===== config.mk =====
export PLATFORM = sky130hd
export DESIGN_NAME = uart_rx_byte
export DESIGN_NICKNAME = d
export VERILOG_FILES = /design/src/rtl/uart_rx_byte.sv
export SDC_FILE = /design/constraint.sdc
export NUM_CORES = 1
export LEC_CHECK = 0
export ABC_AREA = 1
export CAP_MARGIN = 20
export CORE_MARGIN = 4
export CORE_UTILIZATION = 35
export CTS_BUF_LIST = sky130_fd_sc_hd__clkbuf_4 sky130_fd_sc_hd__clkbuf_8
export CTS_CLUSTER_DIAMETER = 40
export DETAILED_ROUTE_END_ITERATION = 7
export SLEW_MARGIN = 25
export SYNTH_ARGS = -nofsm -noshare
export SYNTH_HDL_FRONTEND = slang
export SYNTH_SLANG_ARGS = --single-unit

===== constraint.sdc =====
create_clock -name clk -period 2.7 [get_ports clk]
set_input_delay 0.27 -clock clk [delete_from_list [all_inputs] [get_ports clk]]
set_output_delay 0.27 -clock clk [all_outputs]
set_load 0.005 [all_outputs]

===== src/rtl/uart_rx_byte.sv =====
// 8N1 serial receiver: recovers bytes from the host RX pin and pushes them into a FIFO.
// Framing errors and FIFO overruns are reported as single-cycle pulses.
module uart_rx_byte #(
  parameter int CLKS_PER_BIT = 417,
  parameter int CNT_WIDTH    = 16
) (
  input  logic       clk,
  input  logic       reset_n,
  input  logic       i_rx,
  input  logic       i_full,
  output logic [7:0] o_data,
  output logic       o_write_enable,
  output logic       o_frame_err,
  output logic       o_overrun,
  output logic       o_busy
);

  typedef enum logic [2:0] {
    ST_IDLE      = 3'd0,
    ST_START     = 3'd1,
    ST_DATA      = 3'd2,
    ST_STOP      = 3'd3,
    ST_WAIT_IDLE = 3'd4
  } state_t;

  localparam logic [CNT_WIDTH-1:0] HALF_M1 = CNT_WIDTH'(CLKS_PER_BIT / 2 - 1);
  localparam logic [CNT_WIDTH-1:0] BIT_M1  = CNT_WIDTH'(CLKS_PER_BIT - 1);

  logic [1:0]           sync_r;
  logic                 rx_s;
  state_t               state_r, state_next_s;
  logic [CNT_WIDTH-1:0] cnt_r, cnt_next_s;
  logic [2:0]           bit_idx_r, bit_idx_next_s;
  logic [7:0]           shift_r, shift_next_s;
  logic [7:0]           data_r, data_next_s;
  logic                 we_r, we_next_s;
  logic                 fe_r, fe_next_s;
  logic                 ovr_r, ovr_next_s;
  logic                 busy_r, busy_next_s;

  assign rx_s = sync_r[1];

  // Two-flop synchronizer for the asynchronous line; idles high out of reset.
  always_ff @(posedge clk or negedge reset_n) begin
    if (!reset_n) begin
      sync_r <= 2'b11;
    end else begin
      sync_r <= {sync_r[0], i_rx};
    end
  end

  // Next-state, datapath and result-pulse logic.
  always_comb begin
    state_next_s   = state_r;
    cnt_next_s     = cnt_r;
    bit_idx_next_s = bit_idx_r;
    shift_next_s   = shift_r;
    data_next_s    = data_r;
    we_next_s      = 1'b0;
    fe_next_s      = 1'b0;
    ovr_next_s     = 1'b0;
    case (state_r)
      ST_IDLE: begin
        if (!rx_s) begin
          state_next_s = ST_START;
          cnt_next_s   = '0;
        end else begin
          state_next_s = ST_IDLE;
        end
      end
      ST_START: begin
        if (cnt_r == HALF_M1) begin
          cnt_next_s = '0;
          if (!rx_s) begin
            state_next_s   = ST_DATA;
            bit_idx_next_s = 3'd0;
          end else begin
            state_next_s = ST_IDLE;
          end
        end else begin
          cnt_next_s = cnt_r + CNT_WIDTH'(1);
        end
      end
      ST_DATA: begin
        if (cnt_r == BIT_M1) begin
          cnt_next_s   = '0;
          shift_next_s = {rx_s, shift_r[7:1]};
          if (bit_idx_r == 3'd7) begin
            state_next_s   = ST_STOP;
            bit_idx_next_s = 3'd0;
          end else begin
            bit_idx_next_s = bit_idx_r + 3'd1;
          end
        end else begin
          cnt_next_s = cnt_r + CNT_WIDTH'(1);
        end
      end
      ST_STOP: begin
        if (cnt_r == BIT_M1) begin
          cnt_next_s = '0;
          if (rx_s) begin
            state_next_s = ST_IDLE;
            if (!i_full) begin
              data_next_s = shift_r;
              we_next_s   = 1'b1;
            end else begin
              ovr_next_s = 1'b1;
            end
          end else begin
            // Stop bit low: break or misaligned frame, wait for the line to recover.
            state_next_s = ST_WAIT_IDLE;
            fe_next_s    = 1'b1;
          end
        end else begin
          cnt_next_s = cnt_r + CNT_WIDTH'(1);
        end
      end
      ST_WAIT_IDLE: begin
        if (rx_s) begin
          state_next_s = ST_IDLE;
        end else begin
          state_next_s = ST_WAIT_IDLE;
        end
      end
      default: begin
        state_next_s = ST_IDLE;
        cnt_next_s   = '0;
      end
    endcase
    busy_next_s = (state_next_s != ST_IDLE);
  end

  // State, datapath and registered outputs.
  always_ff @(posedge clk or negedge reset_n) begin
    if (!reset_n) begin
      state_r   <= ST_IDLE;
      cnt_r     <= '0;
      bit_idx_r <= 3'd0;
      shift_r   <= 8'h00;
      data_r    <= 8'h00;
      we_r      <= 1'b0;
      fe_r      <= 1'b0;
      ovr_r     <= 1'b0;
      busy_r    <= 1'b0;
    end else begin
      state_r   <= state_next_s;
      cnt_r     <= cnt_next_s;
      bit_idx_r <= bit_idx_next_s;
      shift_r   <= shift_next_s;
      data_r    <= data_next_s;
      we_r      <= we_next_s;
      fe_r      <= fe_next_s;
      ovr_r     <= ovr_next_s;
      busy_r    <= busy_next_s;
    end
  end

  assign o_data         = data_r;
  assign o_write_enable = we_r;
  assign o_frame_err    = fe_r;
  assign o_overrun      = ovr_r;
  assign o_busy         = busy_r;

endmodule


==> results.toml, run 1 <==
[yosys]
postSynthAreaPerCell_um2 = 7.92
yosysMostFrequentCell = "nand2_1"
synth-seq-cells = 44
synthTopCellsByArea = "dfrtp_1 45%, nand2_1 14%, nor2_1 6.5%"
netlist_top_cells_count = "89 x nand2_1, 42 x dfrtp_1, 40 x nor2_1, 30 x inv_1, 20 x nand3_1"
ys.flop_type = "dfrtp_1"
syn-num-nets = 302
ys_warn_count = 0
netlist_area_mm2 = 0.00233
ys_seq_area_share_pct = 47.4
yosysTopAreaCell = "dfrtp_1"
synthDistinctLibCells = 29
async_flop_share_pct = 100
synth_edf_count = 0
synth_top_area_share_pct = 45.2
synthCells = 294

[detailed_routing]
ant_nets = 0
post_drt_wl_per_cell_um = 13.1
drc_errors = 0
drt-vias-per-instance = 4.97
dr.pass1.iters = 4
vias = 1942
drtIter0Drc = 114
routed_wirelength_mm = 5.11

[clock_tree]
cts-root-buf = "clkbuf_8"
h-tree-depth = 2
clk_pin_slew_ps = 90
cts_tree = "built"
hold_buffers = 0
cts_setup_buffers = 0
cts_buffers = 5
cts.sinks = 44
ctsLongestPathBuffers = 2
clock_latency_ps = 300
cts_resized = 0

[worst_setup_path]
cp_common_cell = "nand2_1"
cp.arrival_ps = 2000
path_cells = "inv_1 -> ha_1 -> nand2_1 -> nor2_1 -> nand4_1 -> nand2_1 -> o21ai_2"
start_kind = "flop"
end_kind = "flop"
criticalPathCategory = "reg2reg"
path_max_fanout = 11
cp_slowest_cell = "nand4_1"
max_stage_delay_ps = 470
cp.required_ps = 2880

[final_layout]
drive_gt1_share_pct = 9.55
syn_to_final_growth_pct = 14.4
antenna_cells = 0
fillers = 657
instances_no_fill = 391
finalNetCount = 321

[pwr]
powerDensity_mw_per_mm2 = 451
finalPower_uw = 1200
p_leak_uw = 0.00126
p_comb_share_pct = 1.7
peakVddDrop_v = 0.000273
pwr-share-clk_pct = 43.1
p_seq_share_pct = 55.2
internal_power_uw = 944
switching_share_pct = 21.3
p_sw_uw = 256

[timing]
rsz0062_at_grt = "no"
slew_headroom_pct = 61.1
min_period_ps = 1830
setup_viol = 0
tightestPinTransition_ps = 583
min_period_over_period_pct = 67.6
finalHoldViolations = 42
fmaxAchievable_ghz = 0.548
finalMaxSlewViolations = 0
finClkSkew_ps = 10.1
hold_slack_ps = -38.6
setup-tns-final_ps = 0

[job]
drv_cap = 0

[floorplanning]
initial_core_util_pct = 36.4
die_h_um = 89.5
die_area_mm2 = 0.00802
io_pins = 16
die_width_um = 89.5
core_mm2 = 0.00639
std_cell_rows = 29

[global_route]
antenna_found_initial = 0
grtUsageTotal_pct = 14.3
grt_pass1_wl_mm = 8.71
grt-ovfl-total = 0
grt_max_degree = 45
grt_pass1_vias = 1903

[placement]
place_inst = 383
port_buffers = 15
gp_congestion = 0.857
dp_hpwl_mm = 3.74

[outcome]
status = "finished, violations left"
violations = "hold timing"

[hold_path]
hp-class = "in2async"
state kept, by name, summed over array words and instances (netlist names):
signal / flops
o_data: 8
sync_r: 2
o_write_enable: 1
shift_r: 8
cnt_r: 16
o_overrun: 1
bit_idx_r: 3
o_busy: 1
o_frame_err: 1
state_r: 3
worst paths after layout:
path	cells past startpoint	from	endpoint	slack [ps]
worst max-delay path	7	cnt_r[0]	o_data[2]	870
worst min-delay path	1	reset_n	o_write_enable	-40
worst max register to register	7	cnt_r[0]	o_data[2]	870
worst min register to register	0	sync_r[0]	sync_r[1]	360
max in group asynchronous	1	reset_n	state_r[1]	2340
min in group clk	0	sync_r[0]	sync_r[1]	360
critical path, delay by kind of cell (launching register included):
family | cells | cell delay [ps]
buffers and inverters | 1 | 120
adder cells (fa/ha/maj) | 1 | 190
AO/OA/AOI/OAI | 1 | 70
flip-flops | 1 | 420
AND/OR/NAND/NOR | 4 | 910
layout make-up:
| class | instances | area, µm² | share of cell area, % |
|---|---|---|---|
| multi-input cells | 213 | 1070 | 40.1 |
| repair buffers | 16 | 155 | 5.83 |
| well taps | 77 | 96.3 | 3.62 |
| inverters | 33 | 124 | 4.65 |
| clock inverters | 3 | 47.5 | 1.79 |
| flip-flops and latches | 44 | 1100 | 41.4 |
| clock buffers | 5 | 68.8 | 2.58 |
through the flow:
step	utilization, %	worst slack (ps)	instance area [µm²]
after detailed placement	39.8	844	2540
after floorplan	-	1250	2330
after CTS	41.7	822	2660
after global routing	41.7	685	2660
final	41.7	875	2660
after global placement	39.8	874	2540
layer usage:
metal,vias up,track usage (%),wire (µm)
met2,26,22.1,2330
met3,6,3.50,172
met1,931,19.3,2530
li1,979,-,-
met4,0,5.41,79
met5,-,0,0
logic make-up (layout without fill, tap and decap cells):
kind of cell               Yosys count  after routing  synth area share (%)
AOI/OAI and AO/OA                   29             29                  8.33
buffers and inverters               37             57                  6.72
xor gates and xnor gates             6              6                  2.26
adders and majority gates            4              4                  2.15
and+or+nand+nor                    174            174                  33.1
DFF                                 44             44                  47.4
layout by cell type, fill, tap and decap left out:
| cell | synthesis | final |
|---|---|---|
| nand2_2 | 2 | 2 |
| and2_1 | 1 | 1 |
| nand4_1 | 10 | 10 |
| nor2_4 | 4 | 4 |
| o21ai_1 | 4 | 4 |
| nand2_1 | 89 | 89 |
| o21ai_2 | 4 | 4 |
| xor2_1 | 5 | 5 |
| nor2_2 | 2 | 2 |
| nor2_1 | 40 | 40 |
| dfstp_2 | 2 | 2 |
| nor3_2 | 1 | 1 |
| o31ai_2 | 1 | 1 |
| buf_4 | 0 | 2 |
| ha_1 | 4 | 4 |
| inv_2 | 1 | 1 |
| xnor2_1 | 1 | 1 |
| clkbuf_8 | 0 | 5 |
| clkinv_1 | 2 | 2 |
| clkinv_4 | 0 | 2 |
| nand4_2 | 1 | 1 |
| nor3_1 | 3 | 3 |
| bufinv_16 | 0 | 1 |
| nand3_2 | 1 | 1 |
| dfrtp_1 | 42 | 42 |
| inv_1 | 30 | 30 |
| clkdlybuf4s50_1 | 0 | 14 |
| o21ai_0 | 10 | 10 |
| a21oi_2 | 1 | 1 |
| o21bai_1 | 2 | 2 |
| o211ai_1 | 7 | 7 |
| nand3_1 | 20 | 20 |
power groups by stage:
stage                     clock network [µW]  logic, µW  registers [µW]
after CTS                                538       21.4             663
final                                    517       20.1             663
after global placement                     0       20.9             676
after global routing                     566       23.6             663
after floorplan                            0       2.07             675
after detailed placement                   0       21.4             676
Note: power is estimated with default switching activity, not from simulation.
==> run 2, diff against run 1 <==
- clock period: 2.7 -> 1.9 ns (I/O delays scaled with it)
==> run 2 against run 1 <==
Compared with the run above: the flow now finishes without violations; setup slack got worse by 670 ps; register-to-register slack got worse by 670 ps; clock power increased by 42%; highest routed layer unchanged.
==> results.toml, run 2 (same netlist as run 1, synthesis figures left out) <==
[worst_setup_path]
path_max_fanout = 8
cp.required_ps = 2080
r2r-end = "shift_r[2]"
rrSetupSlack_ps = 200
reg2reg_depth = 9
start_kind = "flop"
end_kind = "flop"
criticalPathCategory = "reg2reg"
reg2reg_from = "cnt_r[0]"
cp.arrival_ps = 1880

[placement]
port_buffers = 15
dp_hpwl_mm = 3.83
gp_congestion = 0.892

[final_layout]
utilization_pct = 42.6
drive_gt1_share_pct = 10.9
largest_reg_flops = 16
antenna_cells = 0
syn_to_final_growth_pct = 16.9
final_cell_mix = "89 x nand2_1, 42 x dfrtp_1, 40 x nor2_1"
final_common_cell = "nand2_1"
top_register = "cnt_r"
finalNetCount = 327
fillers = 641

[detailed_routing]
drtIter0Drc = 121
post_drt_wl_per_cell_um = 12.8
vias = 1945
ant_nets = 0
routed_wirelength_mm = 5.10
dr.pass1.iters = 4
drc_errors = 0
drt-vias-per-instance = 4.90

[pwr]
powerDensity_mw_per_mm2 = 629
p_leak_uw = 0.00129
peakVddDrop_v = 0.000648

[clock_tree]
clk_pin_slew_ps = 90
cts-root-buf = "clkbuf_8"
ctsLongestPathBuffers = 2
cts_resized = 0
cts_buffers = 5
cts_tree = "built"
clock_latency_ps = 290
h-tree-depth = 2
cts.sinks = 44

[timing]
setup_viol = 0
fmaxAchievable_ghz = 0.590
rsz0062_at_grt = "no"
min_period_ps = 1700
min_period_over_period_pct = 89.3
setup-tns-final_ps = 0
slew_headroom_pct = 61.4
finClkSkew_ps = 12.1
finalMaxSlewViolations = 0
finalHoldViolations = 0
tightestPinTransition_ps = 578

[job]
drv_cap = 0

[global_route]
grt_max_degree = 24
antenna_found_initial = 0
grt-ovfl-total = 0
grt_pass1_wl_mm = 8.83
grtUsageTotal_pct = 14.1
grt_pass1_vias = 1855

[floorplanning]
io_pins = 16
die_width_um = 89.5
std_cell_rows = 29
die_area_mm2 = 0.00802
die_h_um = 89.5
core_mm2 = 0.00639
initial_core_util_pct = 36.4

[hold_path]
hold_depth = 1
hp-start = "i_rx"
min_to = "sync_r[0]"
hp-class = "in2reg"

[outcome]
status = "complete, no violations"
-- run 2: cell types whose count changed in the layout (fill, tap and decap cells not counted) --
| cell | delta |
|---|---|
| buf_2 | +1 |
| buf_12 | +1 |
| dlygate4sd3_1 | +1 |
| buf_4 | +3 |
-- run 2: timing repair --
| action | 4_1_cts | 5_1_grt |
|---|---|---|
| hold buffers | 1 | 0 |
| endpoints found under the setup margin | 0 | 0 |
| setup buffers | 0 | 0 |
| endpoints found under the hold margin | 22 | 0 |
-- run 2: worst max path at each step --
stage                     cells after the start      endpoint  startpoint  slack (ps)
after detailed placement                      9    shift_r[6]    cnt_r[0]         230
after global placement                        9    shift_r[6]    cnt_r[0]         260
after CTS                                     9    shift_r[6]    cnt_r[0]         220
final                                         9    shift_r[2]    cnt_r[0]         200
after global routing                         10    shift_r[6]    cnt_r[0]          20
after floorplan                               9  bit_idx_r[0]    cnt_r[0]         450
-- run 2: critical path, stage by stage (launching register included) --
cell and delay, ps:
dfrtp_1 420, inv_1 130, ha_1 180, inv_1 40, nor2_1 70, nand2_1 100
nor2_4 150, nand3_2 150, inv_1 230, o21ai_0 110
-- run 2: metal layers --
| layer | vias up | wire length, µm | track usage [%] |
|---|---|---|---|
| met5 | - | 0 | 0 |
| met4 | 0 | 76 | 3.52 |
| met3 | 10 | 224 | 3.59 |
| met2 | 49 | 2190 | 20.7 |
| met1 | 894 | 2610 | 20.7 |
| li1 | 992 | - | - |
-- run 2: layout make-up --
| cell class | count | area, µm² | area share [%] |
|---|---|---|---|
| inverters | 33 | 124 | 4.55 |
| clock buffers | 5 | 68.8 | 2.53 |
| multi-input cells | 213 | 1070 | 39.2 |
| clock inverters | 3 | 47.5 | 1.75 |
| repair buffers | 22 | 213 | 7.82 |
| flip-flops and latches | 44 | 1100 | 40.6 |
| well taps | 77 | 96.3 | 3.54 |
-- run 2: where the power goes --
part           switching (µW)  total, µW  internal, µW
Combinational            23.6       34.4          10.8
Sequential               2.37        942           940
Clock                     340        736           396
Total                     365       1710          1350
-- run 2: per-stage QoR --
stage / cells / hold slack [ps] / setup WS [ps] / area [µm²] / power (µW)
final: 397 / 304 / 204 / 2720 / 1710
after global routing: 397 / 286 / 18.6 / 2720 / 1780
after CTS: 397 / 289 / 215 / 2720 / 1750
after detailed placement: 388 / 228 / 226 / 2590 / 995
after global placement: 388 / 224 / 255 / 2590 / 995
after floorplan: 294 / -106 / 453 / 2330 / 963
==> run 3, diff against run 2 <==
- PLACE_DENSITY: not set -> 0.49
==> run 3 against run 2 <==
Compared with the run above: register-to-register slack hardly changed; setup slack improved by 4.5 ps; fmax up 0.27%; sequential power about the same; clock power grew 2%; sequential cell count unchanged; cell count grew 0.25%; largest power group unchanged; sequential share of layout area up 0.094 points; critical path type unchanged.
==> results.toml, run 3 (same netlist as run 1, synthesis figures left out) <==
[outcome]
status = "complete, no violations"

[timing]
finalMaxSlewViolations = 0
finClkSkew_ps = 13.0
min_period_over_period_pct = 89.0
tightestPinTransition_ps = 573
min_period_ps = 1690
fmaxAchievable_ghz = 0.591
slew_headroom_pct = 61.8
setup-tns-final_ps = 0
setup_viol = 0
finalHoldViolations = 0
rsz0062_at_grt = "no"

[pwr]
p_leak_uw = 0.00129
peakVddDrop_v = 0.000385
finalPower_uw = 1720
powerDensity_mw_per_mm2 = 635

[floorplanning]
initial_core_util_pct = 36.4
die_area_mm2 = 0.00802
std_cell_rows = 29
die_h_um = 89.5
die_width_um = 89.5
io_pins = 16
core_mm2 = 0.00639

[placement]
gp_congestion = 0.843
dp_hpwl_mm = 3.97
port_buffers = 15

[clock_tree]
clk_pin_slew_ps = 100
cts_tree = "built"
ctsLongestPathBuffers = 2
cts-root-buf = "clkbuf_8"
clock_latency_ps = 310
h-tree-depth = 2
cts_setup_buffers = 0
cts_resized = 0
cts.sinks = 44
hold_buffers = 1
cts_buffers = 5

[worst_setup_path]
cp.arrival_ps = 1890
cp.required_ps = 2100
criticalPathCategory = "reg2reg"
start_kind = "flop"
crit_start = "cnt_r[0]"
r2r-end = "shift_r[6]"
rrSetupSlack_ps = 210
reg2reg_depth = 9
reg2reg_from = "cnt_r[0]"
crit_path_end = "shift_r[6]"
end_kind = "flop"
path_max_fanout = 8

[global_route]
grt-ovfl-total = 0
antenna_found_initial = 0
grtUsageTotal_pct = 14.6
grt_pass1_vias = 1864
grt_max_degree = 26
grt_pass1_wl_mm = 9.04

[detailed_routing]
drt-vias-per-instance = 4.90
vias = 1952
drc_errors = 0
post_drt_wl_per_cell_um = 13.3
routed_wirelength_mm = 5.29
dr.pass1.iters = 4
ant_nets = 0
drtIter0Drc = 113

[final_layout]
largest_reg_flops = 16
final_common_cell = "nand2_1"
drive_gt1_share_pct = 11.2
final_cell_mix = "89 x nand2_1, 42 x dfrtp_1, 40 x nor2_1"
finalNetCount = 328
antenna_cells = 0
syn_to_final_growth_pct = 16.6
top_register = "cnt_r"

[hold_path]
hp-class = "in2reg"
hp-start = "i_rx"

[job]
drv_cap = 0
[run 3: cell count changes in the layout (fill, tap and decap cells not counted)]
cell | previous run | this run
clkinv_4 | 2 | 0
clkinvlp_4 | 0 | 1
inv_6 | 0 | 1
buf_4 | 5 | 7
buf_12 | 1 | 0
[run 3: layer usage]
metal,wire [µm],global-route usage [%]
met1,2630,21.0
met2,2350,22.1
met3,236,3.13
met4,70,4.19
met5,0,0
[run 3: worst min-delay path by stage]
stage,end,slack (ps),cells past startpoint
after floorplan,bit_idx_r[0],-110,0
after global placement,cnt_r[3],220,1
after detailed placement,cnt_r[3],220,1
after CTS,sync_r[0],280,1
after global routing,sync_r[0],280,1
final,sync_r[0],290,1
[run 3: per-stage QoR]
stage / std cells / utilization [%] / setup WS, ps / instance area [µm²] / hold WS [ps]
after floorplan: 294 / - / 453 / 2330 / -106
after global placement: 389 / 40.5 / 235 / 2590 / 219
after detailed placement: 389 / 40.5 / 222 / 2590 / 222
after CTS: 398 / 42.5 / 207 / 2710 / 285
after global routing: 398 / 42.5 / 25.8 / 2710 / 279
final: 398 / 42.5 / 208 / 2710 / 288
[run 3: worst max-delay path: stages, from the launching register on]
cell and delay (ps):
dfrtp_1 420, inv_1 140, ha_1 190, inv_1 40
nor2_1 90, nand2_1 110, nor2_4 150, nand3_2 110
inv_1 230, o21ai_0 110
[run 3: area by class of cell]
cell class | instances | area [µm²]
Tap cell | 77 | 96.3
Multi-Input combinational cell | 213 | 1070
Inverter | 33 | 124
Timing Repair Buffer | 23 | 208
Sequential cell | 44 | 1100
Fill cell | 666 | 3670
Clock buffer | 5 | 68.8
Clock inverter | 3 | 46.3
[run 3: report_power, final]
group	switching (µW)	internal (µW)	total [µW]
Combinational	23.2	9.37	32.6
Clock	352	396	748
Sequential	2.36	939	942
